### src/rtl/uart_pkg.sv
`default_nettype none
// ============================================================================
// Module   : uart_pkg
// Purpose  : Shared types and helpers for the uart_xcvr_p transceiver:
//            TX/RX state encodings, parity-mode codes and the parity helper.
// Revision : 1.0 - initial release
// ============================================================================
package uart_pkg;

    typedef enum logic [2:0] {
        TX_IDLE   = 3'd0,
        TX_START  = 3'd1,
        TX_DATA   = 3'd2,
        TX_PARITY = 3'd3,
        TX_STOP   = 3'd4
    } tx_state_t;

    typedef enum logic [2:0] {
        RX_IDLE   = 3'd0,
        RX_START  = 3'd1,
        RX_DATA   = 3'd2,
        RX_PARITY = 3'd3,
        RX_STOP   = 3'd4,
        RX_BREAK  = 3'd5
    } rx_state_t;

    localparam logic [1:0] PAR_NONE = 2'b00;
    localparam logic [1:0] PAR_EVEN = 2'b01;
    localparam logic [1:0] PAR_ODD  = 2'b10;

    // Widest supported data word; narrower words are zero-extended,
    // which leaves the XOR unchanged.
    localparam int MAX_DATA_W = 9;

    // Even parity is the XOR of the data bits, odd parity its inverse.
    function automatic logic par_bit(input logic [MAX_DATA_W-1:0] d,
                                     input logic                  odd);
        return (^d) ^ odd;
    endfunction

endpackage
`default_nettype wire

### src/rtl/uart_xcvr_p_if.sv
`default_nettype none
// ============================================================================
// Module   : uart_xcvr_p_if
// Purpose  : Bus/pin bundle of the uart_xcvr_p transceiver.
//   slave  (transceiver side): consumes config, TX request and RX pin,
//                              produces status, TX pin and RX word/flags.
//   master (system side)     : the mirror image.
// Revision : 1.0 - initial release
// ============================================================================
interface uart_xcvr_p_if #(
    parameter int DATA_W = 8,
    parameter int DIV_W  = 16
) ();
    logic [DIV_W-1:0]  baudDivH;
    logic [1:0]        parModeH;
    logic              xmitH;
    logic [DATA_W-1:0] xmitdataH;
    logic              xmitbusyH;
    logic              xmitdoneH;
    logic              uartXMITdataH;
    logic              uartRECdataH;
    logic [DATA_W-1:0] recdataH;
    logic              recreadyH;
    logic              recerrFrameH;
    logic              recerrParityH;

    modport slave (
        input  baudDivH, parModeH, xmitH, xmitdataH, uartRECdataH,
        output xmitbusyH, xmitdoneH, uartXMITdataH,
               recdataH, recreadyH, recerrFrameH, recerrParityH
    );

    modport master (
        output baudDivH, parModeH, xmitH, xmitdataH, uartRECdataH,
        input  xmitbusyH, xmitdoneH, uartXMITdataH,
               recdataH, recreadyH, recerrFrameH, recerrParityH
    );
endinterface
`default_nettype wire

### src/rtl/uart_baud_gen.sv
`default_nettype none
// ============================================================================
// Module   : uart_baud_gen
// Purpose  : Runtime-programmable baud tick generator shared by TX and RX.
//   clk    in  system clock
//   rst    in  synchronous active-high reset
//   i_div  in  clock cycles per tick (0 behaves as 1)
//   o_tick out one-cycle tick on counter wrap
// Revision : 1.0 - initial release
// ============================================================================
module uart_baud_gen #(
    parameter int DIV_W = 16
) (
    input  wire logic             clk,
    input  wire logic             rst,
    input  wire logic [DIV_W-1:0] i_div,
    output logic                  o_tick
);
    logic [DIV_W-1:0] r_cnt;
    logic [DIV_W-1:0] w_div_eff;
    logic             w_tick;

    assign w_div_eff = (i_div == '0) ? DIV_W'(1) : i_div;
    // >= so that lowering the divisor mid-count wraps immediately.
    assign w_tick    = (r_cnt >= (w_div_eff - DIV_W'(1)));
    assign o_tick    = w_tick;

    always_ff @(posedge clk) begin
        if (rst) begin
            r_cnt <= '0;
        end else if (w_tick) begin
            r_cnt <= '0;
        end else begin
            r_cnt <= r_cnt + DIV_W'(1);
        end
    end
endmodule
`default_nettype wire

### src/rtl/uart_xcvr_p.sv
`default_nettype none
// ============================================================================
// Module   : uart_xcvr_p
// Purpose  : Full-duplex UART transceiver with runtime baud divisor,
//            configurable word length / stop bits, glitch-rejecting start
//            detection, framing-error and break handling, optional parity.
//   sysclk  in  system clock
//   sysrstH in  synchronous active-high reset
//   bus     uart_xcvr_p_if.slave: config, TX request/status, serial pins,
//           received word and error flags
// Build option: UART_PARITY_EN - when defined, parModeH is honoured and the
//           PARITY states/parity error flag are active.
// Revision : 1.0 - initial release
// ============================================================================
module uart_xcvr_p
    import uart_pkg::*;
#(
    parameter int DATA_W     = 8,
    parameter int OVERSAMPLE = 16,
    parameter int DIV_W      = 16,
    parameter int STOP_BITS  = 1
) (
    input  wire logic      sysclk,
    input  wire logic      sysrstH,
    uart_xcvr_p_if.slave   bus
);
    localparam int             c_tw        = $clog2(OVERSAMPLE);
    localparam logic [c_tw-1:0] c_cell_last = c_tw'(OVERSAMPLE - 1);
    localparam logic [c_tw-1:0] c_half_last = c_tw'(OVERSAMPLE / 2 - 1);
    localparam logic [3:0]      c_data_last = 4'(DATA_W - 1);
    localparam logic [3:0]      c_stop_last = 4'(STOP_BITS - 1);

    logic w_tick;

    uart_baud_gen #(.DIV_W(DIV_W)) u_baud (
        .clk    (sysclk),
        .rst    (sysrstH),
        .i_div  (bus.baudDivH),
        .o_tick (w_tick)
    );

    // ------------------------------------------------------------------ parity
    logic w_par_on;
    logic w_par_odd;
`ifdef UART_PARITY_EN
    assign w_par_on  = (bus.parModeH == PAR_EVEN) || (bus.parModeH == PAR_ODD);
    assign w_par_odd = (bus.parModeH == PAR_ODD);
`else
    logic w_unused_par;
    assign w_unused_par = ^bus.parModeH;
    assign w_par_on     = 1'b0;
    assign w_par_odd    = 1'b0;
`endif

    // ---------------------------------------------------------------------- TX
    tx_state_t          r_tx_state, w_tx_next;
    logic [c_tw-1:0]    r_tx_tcnt;
    logic [3:0]         r_tx_bcnt;
    logic [DATA_W-1:0]  r_tx_data;   // shifts right, bit 0 is on the line
    logic               r_tx_xor;    // XOR of the accepted word
    logic               r_tx_done;
    logic               w_tx_cell_end;
    logic               w_tx_line;
    logic               w_tx_busy;

    assign w_tx_cell_end = w_tick && (r_tx_tcnt == c_cell_last);

    always_ff @(posedge sysclk) begin
        if (sysrstH) r_tx_state <= TX_IDLE;
        else         r_tx_state <= w_tx_next;
    end

    always_comb begin
        w_tx_next = r_tx_state;
        case (r_tx_state)
            TX_IDLE:   if (bus.xmitH) w_tx_next = TX_START;
            TX_START:  if (w_tx_cell_end) w_tx_next = TX_DATA;
            TX_DATA:   if (w_tx_cell_end && r_tx_bcnt == c_data_last)
                           w_tx_next = w_par_on ? TX_PARITY : TX_STOP;
            TX_PARITY: if (w_tx_cell_end) w_tx_next = TX_STOP;
            // A request pending at the end of the last stop cell is
            // accepted directly, giving back-to-back frames.
            TX_STOP:   if (w_tx_cell_end && r_tx_bcnt == c_stop_last)
                           w_tx_next = bus.xmitH ? TX_START : TX_IDLE;
            default:   w_tx_next = TX_IDLE;
        endcase
    end

    always_comb begin
        w_tx_line = 1'b1;
        w_tx_busy = (r_tx_state != TX_IDLE);
        case (r_tx_state)
            TX_START:  w_tx_line = 1'b0;
            TX_DATA:   w_tx_line = r_tx_data[0];
            TX_PARITY: w_tx_line = r_tx_xor ^ w_par_odd;
            default:   w_tx_line = 1'b1;
        endcase
    end

    always_ff @(posedge sysclk) begin
        if (sysrstH) begin
            r_tx_tcnt <= '0;
            r_tx_bcnt <= '0;
            r_tx_data <= '0;
            r_tx_xor  <= 1'b0;
            r_tx_done <= 1'b0;
        end else begin
            r_tx_done <= (r_tx_state == TX_STOP) && (w_tx_next != TX_STOP);

            if (r_tx_state == TX_IDLE)
                r_tx_tcnt <= '0;
            else if (w_tick)
                r_tx_tcnt <= w_tx_cell_end ? '0 : r_tx_tcnt + c_tw'(1);

            if (w_tx_next != r_tx_state)
                r_tx_bcnt <= '0;
            else if (w_tx_cell_end)
                r_tx_bcnt <= r_tx_bcnt + 4'd1;

            if (w_tx_next == TX_START && r_tx_state != TX_START) begin
                r_tx_data <= bus.xmitdataH;
                r_tx_xor  <= par_bit(MAX_DATA_W'(bus.xmitdataH), 1'b0);
            end else if (r_tx_state == TX_DATA && w_tx_cell_end) begin
                r_tx_data <= r_tx_data >> 1;
            end
        end
    end

    assign bus.uartXMITdataH = w_tx_line;
    assign bus.xmitbusyH     = w_tx_busy;
    assign bus.xmitdoneH     = r_tx_done;

    // ---------------------------------------------------------------------- RX
    rx_state_t          r_rx_state, w_rx_next;
    logic               r_rx_s1, r_rx_s2, r_rx_s3;
    logic [c_tw-1:0]    r_rx_tcnt;
    logic [3:0]         r_rx_bcnt;
    logic [DATA_W-1:0]  r_rx_shift;
    logic [DATA_W-1:0]  r_rx_data;
    logic               r_rx_ready;
    logic               r_rx_ferr;
    logic               w_rx_fall;
    logic               w_rx_samp;

    assign w_rx_fall = r_rx_s3 & ~r_rx_s2;
    // START samples at mid-cell; every later sample is one full cell on.
    assign w_rx_samp = w_tick && ((r_rx_state == RX_START) ?
                                  (r_rx_tcnt == c_half_last) :
                                  (r_rx_tcnt == c_cell_last));

    always_ff @(posedge sysclk) begin
        if (sysrstH) begin
            r_rx_s1 <= 1'b1;
            r_rx_s2 <= 1'b1;
            r_rx_s3 <= 1'b1;
        end else begin
            r_rx_s1 <= bus.uartRECdataH;
            r_rx_s2 <= r_rx_s1;
            r_rx_s3 <= r_rx_s2;
        end
    end

    always_ff @(posedge sysclk) begin
        if (sysrstH) r_rx_state <= RX_IDLE;
        else         r_rx_state <= w_rx_next;
    end

    always_comb begin
        w_rx_next = r_rx_state;
        case (r_rx_state)
            RX_IDLE:   if (w_rx_fall) w_rx_next = RX_START;
            RX_START:  if (w_rx_samp) w_rx_next = r_rx_s2 ? RX_IDLE : RX_DATA;
            RX_DATA:   if (w_rx_samp && r_rx_bcnt == c_data_last)
                           w_rx_next = w_par_on ? RX_PARITY : RX_STOP;
            RX_PARITY: if (w_rx_samp) w_rx_next = RX_STOP;
            // Leaving at the stop centre re-arms half a cell early; an
            // all-zero word with a low stop bit is a break condition.
            RX_STOP:   if (w_rx_samp)
                           w_rx_next = (!r_rx_s2 && r_rx_shift == '0) ?
                                       RX_BREAK : RX_IDLE;
            RX_BREAK:  if (r_rx_s2) w_rx_next = RX_IDLE;
            default:   w_rx_next = RX_IDLE;
        endcase
    end

    always_ff @(posedge sysclk) begin
        if (sysrstH) begin
            r_rx_tcnt  <= '0;
            r_rx_bcnt  <= '0;
            r_rx_shift <= '0;
            r_rx_data  <= '0;
            r_rx_ready <= 1'b0;
            r_rx_ferr  <= 1'b0;
        end else begin
            if (r_rx_state == RX_IDLE || r_rx_state == RX_BREAK)
                r_rx_tcnt <= '0;
            else if (w_tick)
                r_rx_tcnt <= w_rx_samp ? '0 : r_rx_tcnt + c_tw'(1);

            if (w_rx_next != r_rx_state)
                r_rx_bcnt <= '0;
            else if (w_rx_samp)
                r_rx_bcnt <= r_rx_bcnt + 4'd1;

            if (r_rx_state == RX_DATA && w_rx_samp)
                r_rx_shift <= {r_rx_s2, r_rx_shift[DATA_W-1:1]};

            r_rx_ready <= (r_rx_state == RX_STOP) && w_rx_samp;
            r_rx_ferr  <= (r_rx_state == RX_STOP) && w_rx_samp && !r_rx_s2;
            if (r_rx_state == RX_STOP && w_rx_samp)
                r_rx_data <= r_rx_shift;
        end
    end

`ifdef UART_PARITY_EN
    logic r_rx_pbit;
    logic r_rx_perr;

    always_ff @(posedge sysclk) begin
        if (sysrstH) begin
            r_rx_pbit <= 1'b0;
            r_rx_perr <= 1'b0;
        end else begin
            if (r_rx_state == RX_PARITY && w_rx_samp)
                r_rx_pbit <= r_rx_s2;
            r_rx_perr <= (r_rx_state == RX_STOP) && w_rx_samp && w_par_on &&
                         (r_rx_pbit != par_bit(MAX_DATA_W'(r_rx_shift), w_par_odd));
        end
    end

    assign bus.recerrParityH = r_rx_perr;
`else
    assign bus.recerrParityH = 1'b0;
`endif

    assign bus.recdataH     = r_rx_data;
    assign bus.recreadyH    = r_rx_ready;
    assign bus.recerrFrameH = r_rx_ferr;
endmodule
`default_nettype wire
### src/flat_wrapper.sv
// flat-port wrapper written by rule: the top's interface ports become plain ports
module uart_xcvr_p_flat import uart_pkg::*;
#(
    parameter int DATA_W     = 8,
    parameter int OVERSAMPLE = 16,
    parameter int DIV_W      = 16,
    parameter int STOP_BITS  = 1
)
  (sysclk, sysrstH, bus_baudDivH, bus_parModeH, bus_xmitH, bus_xmitdataH, bus_uartRECdataH, bus_xmitbusyH, bus_xmitdoneH, bus_uartXMITdataH, bus_recdataH, bus_recreadyH, bus_recerrFrameH, bus_recerrParityH);
  uart_xcvr_p_if #(.DATA_W(DATA_W), .DIV_W(DIV_W)) bus_i ();
  input  wire logic sysclk;
  input  wire logic sysrstH;
  input wire logic [$bits(bus_i.baudDivH)-1:0] bus_baudDivH;
  input wire logic [$bits(bus_i.parModeH)-1:0] bus_parModeH;
  input wire logic [$bits(bus_i.xmitH)-1:0] bus_xmitH;
  input wire logic [$bits(bus_i.xmitdataH)-1:0] bus_xmitdataH;
  input wire logic [$bits(bus_i.uartRECdataH)-1:0] bus_uartRECdataH;
  output wire logic [$bits(bus_i.xmitbusyH)-1:0] bus_xmitbusyH;
  output wire logic [$bits(bus_i.xmitdoneH)-1:0] bus_xmitdoneH;
  output wire logic [$bits(bus_i.uartXMITdataH)-1:0] bus_uartXMITdataH;
  output wire logic [$bits(bus_i.recdataH)-1:0] bus_recdataH;
  output wire logic [$bits(bus_i.recreadyH)-1:0] bus_recreadyH;
  output wire logic [$bits(bus_i.recerrFrameH)-1:0] bus_recerrFrameH;
  output wire logic [$bits(bus_i.recerrParityH)-1:0] bus_recerrParityH;
  assign bus_i.baudDivH = bus_baudDivH;
  assign bus_i.parModeH = bus_parModeH;
  assign bus_i.xmitH = bus_xmitH;
  assign bus_i.xmitdataH = bus_xmitdataH;
  assign bus_i.uartRECdataH = bus_uartRECdataH;
  assign bus_xmitbusyH = bus_i.xmitbusyH;
  assign bus_xmitdoneH = bus_i.xmitdoneH;
  assign bus_uartXMITdataH = bus_i.uartXMITdataH;
  assign bus_recdataH = bus_i.recdataH;
  assign bus_recreadyH = bus_i.recreadyH;
  assign bus_recerrFrameH = bus_i.recerrFrameH;
  assign bus_recerrParityH = bus_i.recerrParityH;
  uart_xcvr_p #(.DATA_W(DATA_W), .OVERSAMPLE(OVERSAMPLE), .DIV_W(DIV_W), .STOP_BITS(STOP_BITS)) u_core (.sysclk(sysclk), .sysrstH(sysrstH), .bus(bus_i));
endmodule
### config.mk
export PLATFORM = sky130hd
export DESIGN_NAME = uart_xcvr_p_flat
export DESIGN_NICKNAME = d
export VERILOG_FILES = /design/src/rtl/uart_pkg.sv /design/src/rtl/uart_xcvr_p_if.sv /design/src/rtl/uart_baud_gen.sv /design/src/rtl/uart_xcvr_p.sv /design/src/flat_wrapper.sv
export SDC_FILE = /design/constraint.sdc
export NUM_CORES = 1
export LEC_CHECK = 0
export BUFFER_PORTS_ARGS = -buffer_cell sky130_fd_sc_hd__clkbuf_2
export CORE_ASPECT_RATIO = 1.1
export CORE_MARGIN = 4
export CORE_UTILIZATION = 40
export CTS_BUF_LIST = sky130_fd_sc_hd__clkbuf_4 sky130_fd_sc_hd__clkbuf_8
export CTS_CLUSTER_SIZE = 12
export DETAILED_ROUTE_END_ITERATION = 16
export SYNTH_ARGS = -nofsm -noshare
export SYNTH_HDL_FRONTEND = slang
export SYNTH_SLANG_ARGS = --single-unit
### constraint.sdc
create_clock -name sysclk -period 9.9 [get_ports sysclk]
set_input_delay 1.485 -clock sysclk [delete_from_list [all_inputs] [get_ports sysclk]]
set_output_delay 1.485 -clock sysclk [all_outputs]
set_load 0.02 [all_outputs]
==> run summary <==
CTS buffer count -> 9
R2r endpoint -> u_core.bus.recdataH[7]
Fill count -> 853
HP Class -> flip-flop to flip-flop
Largest delay share family, worst path -> simple AND/OR/NAND/NOR gates
N_diodes -> 0
Top cells by area, synth -> dfxtp_1 37%, ha_1 7.8%, mux2i_1 7.6%
Initial Util -> 0.4126
Die area -> 10850 um^2
Die width -> 99.69 um
Total track usage -> 0.1404
Slew Limit Fails -> 0
IO Count -> 44
Pre-CTS setup slack -> 3.149 ns
Crit path largest cell delay -> 0.76 ns
Vias in the first global route -> 2776
Kind of critical path -> input pin to flip-flop
Post-CTS Hold Buffers -> 0
Row count -> 36
CTS tree -> done
Register Area -> 1381 um^2
Worst R2R Setup Slack -> 6.57 ns
Post-Synthesis Cells -> 433
Worst path buffer plus inverter count -> 1
Post-synthesis cell type with the largest combined area -> dfxtp_1
Grt total ovfl -> 0
Post-CTS resize count -> 0
Via density -> 5.132
Number of synthesized flops with an enable pin -> 0
Post-synth ARST share -> 0
Yosys cell types -> 48
Antenna Nets Post-Route -> 0
FMAX -> 156.9 MHz
Fin crit period -> 6.374 ns
Top_reg_cell synth -> dfxtp_1
Core area -> 8964 um^2
Avg Cell Area, Syn -> 8.542 um^2
Post-route DRC -> 0
Initial antenna violation count -> 0
Worst EP required -> 10.11 ns
Routed wire length -> 7120 um
Internal power -> 454.2 uW
Critical hold path startpoint -> u_core.r_rx_s1
Largest net degree at the start of global routing -> 45
Pwr per Cell Area -> 140.5 nW/um^2
Status -> complete, no violations
DR vias -> 2992
Lkg Pwr -> 1.629 nW
Final net count -> 518
Power share of the sequential group -> 0.490
Final worst slack -> 3.526 ns
Worst-Skew Late Latency -> 0.34 ns
CP startpoint kind -> input pin
Seq cells post-synth -> 69
Layout cells sized above 1 -> 0.1407
Worst-path fanout max -> 12
Clock share of power -> 0.428
Routability cong. -> 0.7997
Tcrit/Tclk final -> 0.6438
Die height -> 108.9 um
Clock skew -> 0.009174 ns
Worst Path Arrival -> 6.59 ns
Clock sink count -> 69
Peak VDD IR -> 0.0001031 V
Drt wl/cell -> 12.21 um
Register area share after synthesis -> 0.3735
Final Hold Fails -> 0
Post-synth net total -> 486
Final setup viols -> 0
First-pass GRT wire length -> 12310 um
DRT iter0 DRCs -> 100
H-Tree Level Count -> 3
WHS Endpoint -> u_core.r_rx_s2
Layout area overhead -> 12.99%
Max Buffers Root-to-Sink -> 2
Setup tns final -> 0 ns
Worst path cell trace -> clkbuf_2 > or4_1 > nor4_1 > nand2b_1 > nor2_1 > a31oi_1 > ha_1 > nand2_1 > nor4_1 > xnor2_1 > ha_1 > nand4_1 > or4_1 > o32a_1 > a21bo_1 > nor3_2 > mux2i_1 > nor2_1
IO Port Bufs -> 40
Commonest cells post-synth -> 72 x nor2_1, 69 x dfxtp_1, 34 x nand2_1
Number of max-cap violations -> 0
Count leader, synth -> nor2_1
Worst slew margin -> 0.4121
CP Capture Type -> flip-flop
Detailed Routing Iterations Pass 1 -> 4
Slowest stage cell, crit path -> nor3_2
Hold Path Stages -> 1
Worst-margin pin slew -> 0.8771 ns
Comb power frac -> 0.082
CTS Root Buffer Type -> clkbuf_8
Mapped Area -> 3699 um^2
Yosys warns -> 0
CTS clk-pin slew, worst paths -> 0.07 ns
Switching portion of total power -> 0.2266
RSZ-0062 raised after global routing -> false
Reg-to-reg startpoint -> u_core.u_baud.r_cnt[14]
Multi-input logic area -> 2185 um^2
Post-synth top area share -> 0.3735
Worst reg2reg path depth -> 8
Post-DP HPWL -> 5297 um
P_sw -> 133.1 uW
Postcts setup bufs -> 0
[area by class of cell]
type                            instances  area share
Inverter                               12     0.01078
Tap cell                              114     0.03413
Sequential cell                        69      0.3305
Clock buffer                           11     0.03473
Multi-Input combinational cell        332      0.5228
Timing Repair Buffer                   41     0.04970
Clock inverter                          4     0.01737
[per-stage QoR]
step | hold slack [ns] | area, um^2 | util | cells | power, mW
2_1_floorplan | 0.3895 | 3699 | - | 433 | 0.3266
3_3_place_gp | 0.3940 | 3961 | 0.4419 | 568 | 0.3413
3_5_place_dp | 0.3940 | 3961 | 0.4419 | 568 | 0.3424
4_1_cts | 0.4115 | 4179 | 0.4662 | 583 | 0.5962
5_1_grt | 0.4385 | 4179 | 0.4662 | 583 | 0.6127
6_report | 0.4098 | 4179 | 0.4662 | 583 | 0.5873
[how the worst max path moves through the flow]
stage	startpoint	to	depth (start not counted)
floorplan	bus_baudDivH[5]	u_core.bus.recdataH[7]	19
global placement	bus_baudDivH[5]	u_core.bus.recdataH[1]	18
detailed placement	bus_baudDivH[5]	u_core.bus.recdataH[7]	18
CTS	bus_baudDivH[5]	u_core.bus.recdataH[7]	18
global route	bus_baudDivH[5]	u_core.bus.recdataH[0]	18
finish	bus_baudDivH[5]	u_core.bus.recdataH[7]	18
[power by group through the flow]
stage	Combinational [mW]	Clock, mW	Sequential [mW]
3_5_place_dp	0.0484	0	0.294
6_report	0.0483	0.251	0.288
4_1_cts	0.0490	0.260	0.288
5_1_grt	0.0548	0.269	0.288
2_1_floorplan	0.0349	0	0.292
3_3_place_gp	0.0473	0	0.294
[per-layer routing]
metal / part of all wire / global-route usage / up-vias
li1: - / - / 1570
met1: 0.48 / 0.1747 / 1364
met2: 0.46 / 0.2264 / 48
met3: 0.043 / 0.03455 / 10
met4: 0.018 / 0.06927 / 0
met5: 0 / 0 / -
[state kept, by name (all words and copies together) (netlist names), 3 cells and up]
signal,flops
u_core.r_rx_tcnt,4
u_core.r_rx_state,3
u_core.r_rx_bcnt,4
u_core.r_rx_shift,8
u_core.u_baud.r_cnt,16
u_core.r_tx_tcnt,4
u_core.r_tx_bcnt,4
u_core.r_tx_data,8
u_core.bus.recdataH,8
u_core.r_tx_state,3
[placed cells by master (no fill, tap or decap), drive strengths merged, types with 8 or more instances in the layout]
master,n
a211oi,10
nor3,8
dfxtp,69
xnor2,26
clkbuf,51
nor4,9
inv,12
mux2i,28
a21oi,18
o21ai,8
xor2,15
nand2,35
nor2,72
nand3,15
ha,23
[kinds of logic after synthesis]
logic type,synth area share
AOI/OAI and AO/OA,0.1059
xor gates and xnor gates,0.09709
adders and majority gates,0.07781
buffers and inverters,0.03586
DFF,0.3735
muxes,0.07882
other,0.001014
and+or+nand+nor,0.2300
No activity file was read; power rests on OpenSTA's default activity.
